<file path="src/rtl/pipe_hazard_ctrl_pkg.sv">
// Shared types and constants for the pipeline stall/flush sequencer.
package pipe_ctrl_pkg;

  localparam int unsigned TIMEOUT_DEF = 64;
  localparam int unsigned CNT_W_DEF   = 16;
  // wait counter is sized for the largest legal TIMEOUT (2^16-1)
  localparam int unsigned WAIT_W      = 16;

  // ST_RUN and ST_DWAIT are the only live codes besides ST_HALT; 2'b11 decodes as HALT
  typedef enum logic [1:0] {
    ST_RUN   = 2'b00,
    ST_DWAIT = 2'b01,
    ST_HALT  = 2'b10
  } state_e;

  // Reason the pipeline controls look the way they do this cycle (debug visibility)
  typedef enum logic [2:0] {
    CAUSE_NONE     = 3'd0,
    CAUSE_BRANCH   = 3'd1,
    CAUSE_LOAD_USE = 3'd2,
    CAUSE_IMEM     = 3'd3,
    CAUSE_DMEM     = 3'd4,
    CAUSE_HALT     = 3'd5
  } cause_e;

  typedef struct packed {
    logic pc_en;
    logic if_id_en;
    logic id_ex_en;
    logic ex_mem_en;
    logic mem_wb_en;
    logic if_id_flush;
    logic id_ex_flush;
  } ctl_t;

  // Register-bank enables and bubble inserts for each stall cause
  function automatic ctl_t ctl_for_cause(input cause_e cause);
    ctl_t c;
    c = '0;
    case (cause)
      CAUSE_NONE:     c = '{pc_en: 1'b1, if_id_en: 1'b1, id_ex_en: 1'b1, ex_mem_en: 1'b1,
                            mem_wb_en: 1'b1, if_id_flush: 1'b0, id_ex_flush: 1'b0};
      CAUSE_BRANCH:   c = '{pc_en: 1'b1, if_id_en: 1'b1, id_ex_en: 1'b1, ex_mem_en: 1'b1,
                            mem_wb_en: 1'b1, if_id_flush: 1'b1, id_ex_flush: 1'b1};
      CAUSE_LOAD_USE: c = '{pc_en: 1'b0, if_id_en: 1'b0, id_ex_en: 1'b1, ex_mem_en: 1'b1,
                            mem_wb_en: 1'b1, if_id_flush: 1'b0, id_ex_flush: 1'b1};
      CAUSE_IMEM:     c = '{pc_en: 1'b0, if_id_en: 1'b1, id_ex_en: 1'b1, ex_mem_en: 1'b1,
                            mem_wb_en: 1'b1, if_id_flush: 1'b1, id_ex_flush: 1'b0};
      default:        c = '0;
    endcase
    return c;
  endfunction

endpackage

</file>
<file path="src/rtl/pipe_hazard_ctrl_if.sv">
// Event inputs and pipeline-control outputs of the stall/flush sequencer.
interface pipe_hazard_ctrl_if
  import pipe_ctrl_pkg::*;
#(
  parameter int unsigned CNT_W = CNT_W_DEF
);
  logic             ld_use_haz;
  logic             br_taken_ex;
  logic             imem_rdy;
  logic             dmem_acc_mem;
  logic             dmem_rdy;
  logic             hlt_wb;

  logic             pc_en;
  logic             if_id_en;
  logic             id_ex_en;
  logic             ex_mem_en;
  logic             mem_wb_en;
  logic             if_id_flush;
  logic             id_ex_flush;
  logic             halted;
  logic             err_timeout;
  logic [CNT_W-1:0] stall_cycles;

  // Pipeline side: raises hazard/handshake events, consumes the controls
  modport master (
    output ld_use_haz, br_taken_ex, imem_rdy, dmem_acc_mem, dmem_rdy, hlt_wb,
    input  pc_en, if_id_en, id_ex_en, ex_mem_en, mem_wb_en, if_id_flush, id_ex_flush,
    input  halted, err_timeout, stall_cycles
  );

  // Sequencer side
  modport slave (
    input  ld_use_haz, br_taken_ex, imem_rdy, dmem_acc_mem, dmem_rdy, hlt_wb,
    output pc_en, if_id_en, id_ex_en, ex_mem_en, mem_wb_en, if_id_flush, id_ex_flush,
    output halted, err_timeout, stall_cycles
  );
endinterface

</file>
<file path="src/rtl/pipe_hazard_ctrl_sat_counter.sv">
// Up-counter with synchronous clear that sticks at all-ones instead of wrapping.
module sat_counter #(
  parameter int unsigned W = 8
) (
  input  logic         clk,
  input  logic         rst_n,
  input  logic         inc,
  input  logic         clr,
  output logic [W-1:0] cnt
);
  logic [W-1:0] r_cnt;

  // Clear wins over increment; increment stops at the top value
  always_ff @(posedge clk or negedge rst_n) begin
    if (!rst_n) begin
      r_cnt <= '0;
    end else if (clr) begin
      r_cnt <= '0;
    end else if (inc && (r_cnt != '1)) begin
      r_cnt <= r_cnt + 1'b1;
    end
  end

  assign cnt = r_cnt;
endmodule

</file>
<file path="src/rtl/pipe_hazard_ctrl.sv">
// Central stall/flush sequencer for the 5-stage pipeline.
//
//  state    | meaning
//  ---------+-----------------------------------------------------------------
//  ST_RUN   | normal flow; hazards/branches/fetch misses resolved same cycle
//  ST_DWAIT | data access outstanding, whole pipe frozen until dmem_rdy
//  ST_HALT  | stopped by HLT retirement or data-wait timeout; exit by reset
module pipe_hazard_ctrl
  import pipe_ctrl_pkg::*;
#(
  parameter int unsigned TIMEOUT = TIMEOUT_DEF,
  parameter int unsigned CNT_W   = CNT_W_DEF
) (
  input  logic                clk,
  input  logic                rst_n,
  pipe_hazard_ctrl_if.slave   bus
);

  state_e             r_state;
  state_e             w_state_nxt;
  logic               r_halted;
  logic               r_err_timeout;
  logic               w_halt_set;
  logic               w_err_set;
  logic               w_is_halt;
  logic               w_freeze;
  logic               w_timeout_hit;
  logic               w_wait_inc;
  logic               w_wait_clr;
  logic               w_stall_inc;
  logic [WAIT_W-1:0]  w_wait_cnt;
  logic [CNT_W-1:0]   w_stall_cnt;
  cause_e             w_cause;
  ctl_t               w_ctl_raw;
  ctl_t               w_ctl;

  assign w_is_halt     = (r_state != ST_RUN) && (r_state != ST_DWAIT);
  assign w_freeze      = !w_is_halt && bus.dmem_acc_mem && !bus.dmem_rdy;
  // this is the TIMEOUT-th consecutive frozen DWAIT cycle
  assign w_timeout_hit = (r_state == ST_DWAIT) && w_freeze &&
                         (w_wait_cnt == WAIT_W'(TIMEOUT - 1));

  assign w_wait_inc  = (r_state == ST_DWAIT) && w_freeze;
  assign w_wait_clr  = !w_wait_inc;
  // uses the ungated pc_en; the counter is held in reset anyway
  assign w_stall_inc = !w_is_halt && !w_ctl_raw.pc_en;

  // State register plus sticky halt/timeout flags
  always_ff @(posedge clk or negedge rst_n) begin
    if (!rst_n) begin
      r_state       <= ST_RUN;
      r_halted      <= 1'b0;
      r_err_timeout <= 1'b0;
    end else begin
      r_state <= w_state_nxt;
      if (w_halt_set) r_halted      <= 1'b1;
      if (w_err_set)  r_err_timeout <= 1'b1;
    end
  end

  // Next-state decode: freeze entry/exit, timeout, HLT retirement
  always_comb begin
    w_state_nxt = r_state;
    w_halt_set  = 1'b0;
    w_err_set   = 1'b0;
    case (r_state)
      ST_RUN: begin
        if (w_freeze) begin
          w_state_nxt = ST_DWAIT;
        end else if (bus.hlt_wb) begin
          w_state_nxt = ST_HALT;
          w_halt_set  = 1'b1;
        end
      end
      ST_DWAIT: begin
        if (w_freeze) begin
          if (w_timeout_hit) begin
            w_state_nxt = ST_HALT;
            w_halt_set  = 1'b1;
            w_err_set   = 1'b1;
          end
        end else if (bus.hlt_wb) begin
          w_state_nxt = ST_HALT;
          w_halt_set  = 1'b1;
        end else begin
          w_state_nxt = ST_RUN;
        end
      end
      default: begin
        w_state_nxt = ST_HALT;
      end
    endcase
  end

  // Output decode: pick the winning cause, map it to enables/flushes, gate by reset
  always_comb begin
    w_cause = CAUSE_NONE;
    if (w_is_halt) begin
      w_cause = CAUSE_HALT;
    end else if (w_freeze) begin
      w_cause = CAUSE_DMEM;
    end else if (bus.br_taken_ex) begin
      w_cause = CAUSE_BRANCH;
    end else if (bus.ld_use_haz) begin
      w_cause = CAUSE_LOAD_USE;
    end else if (!bus.imem_rdy) begin
      w_cause = CAUSE_IMEM;
    end
    w_ctl_raw = ctl_for_cause(w_cause);
    w_ctl     = rst_n ? w_ctl_raw : '0;
  end

  sat_counter #(.W(WAIT_W)) u_wait_cnt (
    .clk   (clk),
    .rst_n (rst_n),
    .inc   (w_wait_inc),
    .clr   (w_wait_clr),
    .cnt   (w_wait_cnt)
  );

  sat_counter #(.W(CNT_W)) u_stall_cnt (
    .clk   (clk),
    .rst_n (rst_n),
    .inc   (w_stall_inc),
    .clr   (1'b0),
    .cnt   (w_stall_cnt)
  );

  assign bus.pc_en        = w_ctl.pc_en;
  assign bus.if_id_en     = w_ctl.if_id_en;
  assign bus.id_ex_en     = w_ctl.id_ex_en;
  assign bus.ex_mem_en    = w_ctl.ex_mem_en;
  assign bus.mem_wb_en    = w_ctl.mem_wb_en;
  assign bus.if_id_flush  = w_ctl.if_id_flush;
  assign bus.id_ex_flush  = w_ctl.id_ex_flush;
  assign bus.halted       = r_halted;
  assign bus.err_timeout  = r_err_timeout;
  assign bus.stall_cycles = w_stall_cnt;

endmodule
</file>
<file path="src/flat_wrapper.sv">
// flat-port wrapper written by rule: the top's interface ports become plain ports
module pipe_hazard_ctrl_flat import pipe_ctrl_pkg::*;
#(
  parameter int unsigned TIMEOUT = TIMEOUT_DEF,
  parameter int unsigned CNT_W   = CNT_W_DEF
)
  (clk, rst_n, bus_ld_use_haz, bus_br_taken_ex, bus_imem_rdy, bus_dmem_acc_mem, bus_dmem_rdy, bus_hlt_wb, bus_pc_en, bus_if_id_en, bus_id_ex_en, bus_ex_mem_en, bus_mem_wb_en, bus_if_id_flush, bus_id_ex_flush, bus_halted, bus_err_timeout, bus_stall_cycles);
  pipe_hazard_ctrl_if #(.CNT_W(CNT_W)) bus_i ();
  input  logic clk;
  input  logic rst_n;
  input wire logic [$bits(bus_i.ld_use_haz)-1:0] bus_ld_use_haz;
  input wire logic [$bits(bus_i.br_taken_ex)-1:0] bus_br_taken_ex;
  input wire logic [$bits(bus_i.imem_rdy)-1:0] bus_imem_rdy;
  input wire logic [$bits(bus_i.dmem_acc_mem)-1:0] bus_dmem_acc_mem;
  input wire logic [$bits(bus_i.dmem_rdy)-1:0] bus_dmem_rdy;
  input wire logic [$bits(bus_i.hlt_wb)-1:0] bus_hlt_wb;
  output wire logic [$bits(bus_i.pc_en)-1:0] bus_pc_en;
  output wire logic [$bits(bus_i.if_id_en)-1:0] bus_if_id_en;
  output wire logic [$bits(bus_i.id_ex_en)-1:0] bus_id_ex_en;
  output wire logic [$bits(bus_i.ex_mem_en)-1:0] bus_ex_mem_en;
  output wire logic [$bits(bus_i.mem_wb_en)-1:0] bus_mem_wb_en;
  output wire logic [$bits(bus_i.if_id_flush)-1:0] bus_if_id_flush;
  output wire logic [$bits(bus_i.id_ex_flush)-1:0] bus_id_ex_flush;
  output wire logic [$bits(bus_i.halted)-1:0] bus_halted;
  output wire logic [$bits(bus_i.err_timeout)-1:0] bus_err_timeout;
  output wire logic [$bits(bus_i.stall_cycles)-1:0] bus_stall_cycles;
  assign bus_i.ld_use_haz = bus_ld_use_haz;
  assign bus_i.br_taken_ex = bus_br_taken_ex;
  assign bus_i.imem_rdy = bus_imem_rdy;
  assign bus_i.dmem_acc_mem = bus_dmem_acc_mem;
  assign bus_i.dmem_rdy = bus_dmem_rdy;
  assign bus_i.hlt_wb = bus_hlt_wb;
  assign bus_pc_en = bus_i.pc_en;
  assign bus_if_id_en = bus_i.if_id_en;
  assign bus_id_ex_en = bus_i.id_ex_en;
  assign bus_ex_mem_en = bus_i.ex_mem_en;
  assign bus_mem_wb_en = bus_i.mem_wb_en;
  assign bus_if_id_flush = bus_i.if_id_flush;
  assign bus_id_ex_flush = bus_i.id_ex_flush;
  assign bus_halted = bus_i.halted;
  assign bus_err_timeout = bus_i.err_timeout;
  assign bus_stall_cycles = bus_i.stall_cycles;
  pipe_hazard_ctrl #(.TIMEOUT(TIMEOUT), .CNT_W(CNT_W)) u_core (.clk(clk), .rst_n(rst_n), .bus(bus_i));
endmodule
</file>
<file path="config.mk">
export PLATFORM = sky130hd
export DESIGN_NAME = pipe_hazard_ctrl_flat
export DESIGN_NICKNAME = d
export VERILOG_FILES = /design/src/rtl/pipe_hazard_ctrl_pkg.sv /design/src/rtl/pipe_hazard_ctrl_if.sv /design/src/rtl/pipe_hazard_ctrl_sat_counter.sv /design/src/rtl/pipe_hazard_ctrl.sv /design/src/flat_wrapper.sv
export SDC_FILE = /design/constraint.sdc
export NUM_CORES = 1
export LEC_CHECK = 0
export ABC_CLOCK_PERIOD_IN_PS = 2000
export BUFFER_PORTS_ARGS = -buffer_cell sky130_fd_sc_hd__buf_4
export CAP_MARGIN = 20
export CORE_MARGIN = 3
export CORE_UTILIZATION = 50
export CTS_CLUSTER_DIAMETER = 200
export CTS_CLUSTER_SIZE = 20
export DETAILED_ROUTE_END_ITERATION = 6
export PLACE_DENSITY = 0.75
export SETUP_SLACK_MARGIN = 0.05
export SYNTH_ARGS = -nofsm -noshare
export SYNTH_HDL_FRONTEND = slang
export SYNTH_SLANG_ARGS = --single-unit
export TNS_END_PERCENT = 5
</file>
<file path="constraint.sdc">
create_clock -name clk -period 2 [get_ports clk]
set_input_delay 0.3 -clock clk [delete_from_list [all_inputs] [get_ports clk]]
set_output_delay 0.3 -clock clk [all_outputs]
set_load 0.05 [all_outputs]
</file>
Yosys cells after proc, flatten, opt, wreduce, memory -nomap -nowiden --
Index checks and enable logic that the tools add are counted.
Word-level totals: word-level logic and storage cells 55, bits of input ports 8, flip-flop bits (word level) 36, output and inout bits 25
Cells by class: add/sub/neg operators 2, muxes and demuxes 22, eq/ne operators 11, reduce and logical (&&, ||, !) cells 15
Operators with widths (number):
- adder 16 x 1 -> 16 bit, second input constant | 2
- two-way mux 16 bit | 2
- inequality test 16 bit, second input constant | 2
- case mux 7 bit (4 select lines) | 1
- == test 16 x 6 -> 1 bit, second input constant | 1
- two-way mux 2 bit | 6
- two-way mux 3 bit | 4
- logical AND 1 bit | 8
- two-way mux 7 bit | 1
- == test 3 x 2 -> 1 bit, second input constant | 2
- two-way mux 1 bit | 6
- inequality test 2 x 1 -> 1 bit, second input constant | 2
- case mux 2 bit (2 select lines) | 1
- == test 3 x 1 -> 1 bit, second input constant | 1
- zero test 1 bit | 3
- zero test 3 bit | 1
- inequality test 3 x 2 -> 1 bit, second input constant | 1
- inequality test 3 bit, second input constant | 1
- == test 2 x 1 -> 1 bit, second input constant | 1
- zero test 2 bit | 1
- case mux 1 bit (2 select lines) | 1
- AND reduction 2 bit | 1
- nonzero test 2 bit | 1

Depth between registers and ports, before layout --
depth after elaboration 12, gate-level depth with buffers 7

Cells and area by module --
Synthesis repeated with hierarchy kept, for this count alone.
Unflattened totals: cells, all modules 233, area total of the unflattened synthesis 2207.1 um^2
Modules (own cells, without submodules):
- sat_counter | instances 2, area an instance 942.2 um^2, cells an instance 98
- pipe_hazard_ctrl | instances 1, area an instance 322.8 um^2, cells an instance 37

Worst setup path after synthesis --
OpenSTA, ideal clock, no wires.
path kind register -> register, start register u_core.u_stall_cnt.r_cnt[0], in the netlist u_core.u_stall_cnt.cnt[0], end register u_core.u_stall_cnt.r_cnt[1], in the netlist u_core.u_stall_cnt.cnt[1], setup slack -23 ps, arrival 1898 ps, stages on the path, launching flop included 6, library setup time 125 ps, data required time 1875 ps, path through dfrtp_1 ha_1 and3_1 and4_1 a21oi_1 mux2_2
On the way: word-level cells in the longest chain between the ends 2, elaborated cells on any way between the ends 3
RTL lines:
- start: declaration | line pipe_hazard_ctrl_sat_counter.sv:11 | logic [W-1:0] r_cnt;
- start signal: assignment | line pipe_hazard_ctrl_sat_counter.sv:20 | r_cnt <= r_cnt + 1'b1;
- branches (longest 2 deep; another with adder 16 x 1 -> 16 bit)
Several ways; the timed one is not identified. A chain may end at the register's enable or synchronous reset.

Worst setup path after layout --
start register u_core.u_wait_cnt.r_cnt[0], in the netlist u_core.u_wait_cnt.cnt[0], end register u_core.u_wait_cnt.r_cnt[2], in the netlist u_core.u_wait_cnt.cnt[2]
On the way: word-level cells in the longest chain between the ends 3, elaborated cells on any way between the ends 6
RTL lines:
- start: declaration | line pipe_hazard_ctrl_sat_counter.sv:11
- start signal: assignment | line pipe_hazard_ctrl_sat_counter.sv:20
- adder 16 x 1 -> 16 bit / inequality test 16 bit (equally long branches) | line pipe_hazard_ctrl_sat_counter.sv:20, pipe_hazard_ctrl_sat_counter.sv:19
- two-way mux 16 bit / logical AND 1 bit (equally long branches) | line pipe_hazard_ctrl_sat_counter.sv:19 | end else if (inc && (r_cnt != '1)) begin
- two-way mux 16 bit / inequality test 2 x 1 -> 1 bit (equally long branches)
Several ways; a longest one is shown, not always the timed one. The select of a mux whose other input is x is not followed.

==> flow_summary.ini <==
[power_and_ir_drop]
power_frac_comb_pct = 10.6
power_density_nw_per_um2 = 798.3
power_switching_share_pct = 22.50
clock_power_share_pct = 47.5
p_int_mw = 1.444
p_sw_mw = 0.4192
peakVddDrop_uv = 528.3
seqPwrFrac_pct = 41.9
p_leak_nw = 1.111

[hold_path]
worstHoldPathType = primary input to asynchronous set/reset pin

[grt]
met1_usage_pct = 21.33
global_route.usage.met3_pct = 4.216
met2_usage_pct = 33.91
grt_max_degree = 37
gr-usage-all-layers_pct = 19.14
top_usage_layer = met2
first_global_vias = 1470
grt_pass1_wl_um = 6430
grt_overflow_total = 0
antenna_found_initial = 0

[timing]
hold_viol = 0
timing.fmax_mhz = 529.6
min_period_over_period_pct = 94.40
slew_headroom_pct = 70.60
fin_tns_setup_ps = 0
setup_viol = 0
fin_skew_ps = 8.663
grt_setup_unrepaired = yes
tightestPinTransition_ps = 439.8
fin_crit_ps = 1888
final_max_slew_viol_count = 0

[cells_and_area]
stdcell_area_um2 = 2333
mostFrequentLayoutCells = 36 x buf_4, 34 x dfrtp_1, 19 x nor2_1
syn_to_final_growth_pct = 25.93
postLayoutCoreUtil_pct = 67.79
multi_input_area_um2 = 924.6
antenna_cells = 0
drive_gt1_share_pct = 25.22
final.fill_count = 256
fin_nets = 235
final-seq-area_um2 = 903.4
final_common_cell = buf_4

[critical_path]
reg2regPathDepth = 6
arrival_ps = 2070
r2r_slack_ps = 110
max_stage_delay_ps = 430
r2r-end = u_core.u_wait_cnt.cnt[2]$_DFFE_PN0P_
reg2reg_from = u_core.u_wait_cnt.cnt[0]$_DFFE_PN0P_
crit_path_end_kind = register
required_ps = 2180
path_class = register to register
crit_path_start_kind = register
worstPathCellList = ha_1 -> nand3_2 -> or3_4 -> o31ai_2 -> xor2_1 -> nor2_1
slowest_stage = dfrtp_1
cp_max_fo = 9

[logic_synthesis]
synth_largest_area_cell = dfrtp_1
yosys.area.top_type_share_pct = 48.62
syn_nets = 197
synth.avg_cell_area_um2 = 9.909
ys_seq_area_share_pct = 48.62
synth_area_leaders = dfrtp_1 49%, xnor2_1 5.2%, xor2_1 4.7%, and3_1 4.4%, nor2_1 3.8%
synth_top_flop_cell = dfrtp_1
ys_ff_latch = 36
yosysWarningCount = 0
syn-cell-area_um2 = 1853
syn_inst = 187
async_flop_share_pct = 100.0
synth_edf_count = 0
synth.distinct_cells = 38

[drt]
final_antenna_net_count = 0
wirelength_um = 4015
routedWlPerCell_um = 14.76
viasPerCell = 5.757
vias = 1566
drt_iter0_drc = 136
firstDrtPassIters = 6
drc = 0

[place]
placed_cell_area_um2 = 2138
gp_congestion = 0.9099
hpwl_um = 2885
portBuffers = 32

[floorplanning]
dieWidth_um = 66.88
core.rowCount = 21
die-area_um2 = 4472
core_area_um2 = 3442
initial_core_util_pct = 53.83
io_pins = 33
die_y_um = 66.88

[clocking]
cts_root_buf = clkbuf_8
cts_sinks = 36
cts_max_level = 2
numCtsBuffers = 5
clk_pin_slew_ps = 80
postCtsHoldBufs = 0
cts_max_path_buffers = 2
clk_latency_ps = 290
post_cts_buffers = 0
cts_tree = yes

[flow_run]
cap_viol_max_count = 0

[outcome]
status = finished clean
synthesized netlist by cell type, drive strengths merged (3+ instances only):
master and instances:
buf 4, or3 4, inv 5, nand3 12
and4 3, o31ai 3, xor2 10, xnor2 11
dfrtp 36, nand4 5, and3 13, o21ai 5
nor2 19, a21oi 9, nand2 11, nor3 8
o2111ai 3
critical path: cells and delay by family, from the launching register on:
kind,cells,cell delay [ps]
flops,1,430
simple gates,3,630
fa+ha+maj,1,230
compound gates,1,300
xor+xnor,1,180
stage by stage:
stage               cells  setup slack (ps)  hold WS [ps]  power (mW)
global placement      263             194.5         395.1      0.9915
CTS                   271             57.75         76.62       1.882
finish                272             111.9         59.06       1.863
global route          272             8.797         94.55       1.937
detailed placement    263             63.95         394.2      0.9963
floorplan             187             87.90         4.409      0.9128
timing repair:
| action | in CTS | in global routing |
|---|---|---|
| gates resized for setup | 0 | 5 |
| endpoints found under the hold margin | 0 | 0 |
| setup endpoints to repair | 0 | 10 |
routing by layer:
layer  vias to the layer above  share of wire, %
met5                         -                 0
met4                         0               2.4
met3                        13               3.8
met2                        39                54
met1                       770                40
li1                        744                 -
state kept, by name, indices dropped and copies added (netlist names):
name	count
u_core.bus.halted	1
u_core.u_stall_cnt.cnt	16
u_core.r_state	2
u_core.bus.err_timeout	1
u_core.u_wait_cnt.cnt	16
how the worst max path moves through the flow:
stage | slack [ps] | depth (start not counted) | endpoint | startpoint
floorplan | 90 | 5 | u_core.u_stall_cnt.cnt[1]$_DFFE_PN0P_ | u_core.u_stall_cnt.cnt[0]$_DFFE_PN0P_
global placement | 190 | 6 | u_core.u_wait_cnt.cnt[0]$_DFFE_PN0P_ | u_core.u_wait_cnt.cnt[0]$_DFFE_PN0P_
detailed placement | 60 | 6 | u_core.u_wait_cnt.cnt[2]$_DFFE_PN0P_ | u_core.u_wait_cnt.cnt[0]$_DFFE_PN0P_
CTS | 60 | 6 | u_core.u_wait_cnt.cnt[2]$_DFFE_PN0P_ | u_core.u_wait_cnt.cnt[0]$_DFFE_PN0P_
global route | 9 | 6 | u_core.u_wait_cnt.cnt[5]$_DFFE_PN0P_ | u_core.u_wait_cnt.cnt[0]$_DFFE_PN0P_
finish | 110 | 6 | u_core.u_wait_cnt.cnt[2]$_DFFE_PN0P_ | u_core.u_wait_cnt.cnt[0]$_DFFE_PN0P_
power groups by stage:
stage | sequential [mW] | combinational, mW | clock (mW)
after floorplan | 0.877 | 0.0361 | 0
final | 0.781 | 0.197 | 0.885
after CTS | 0.782 | 0.200 | 0.900
after detailed placement | 0.796 | 0.200 | 0
after global routing | 0.785 | 0.213 | 0.939
after global placement | 0.793 | 0.198 | 0
layout make-up:
class	count	area share [%]
multi-input combinational	141	39.62
sequential	36	38.71
timing repair buffer	36	11.58
clock inverter	3	3.861
clock buffer	5	2.949
tap	46	2.466
inverter	5	0.8043
kinds of logic after synthesis:
| logic type | Yosys count | share of synthesized area (%) |
|---|---|---|
| flops | 36 | 48.62 |
| fa+ha+maj | 2 | 1.350 |
| mux | 1 | 0.6077 |
| buf+inv | 11 | 3.444 |
| xor+xnor | 21 | 9.925 |
| simple gates | 89 | 26.74 |
| compound gates | 27 | 9.318 |
Power figures use the tool's default switching activity.
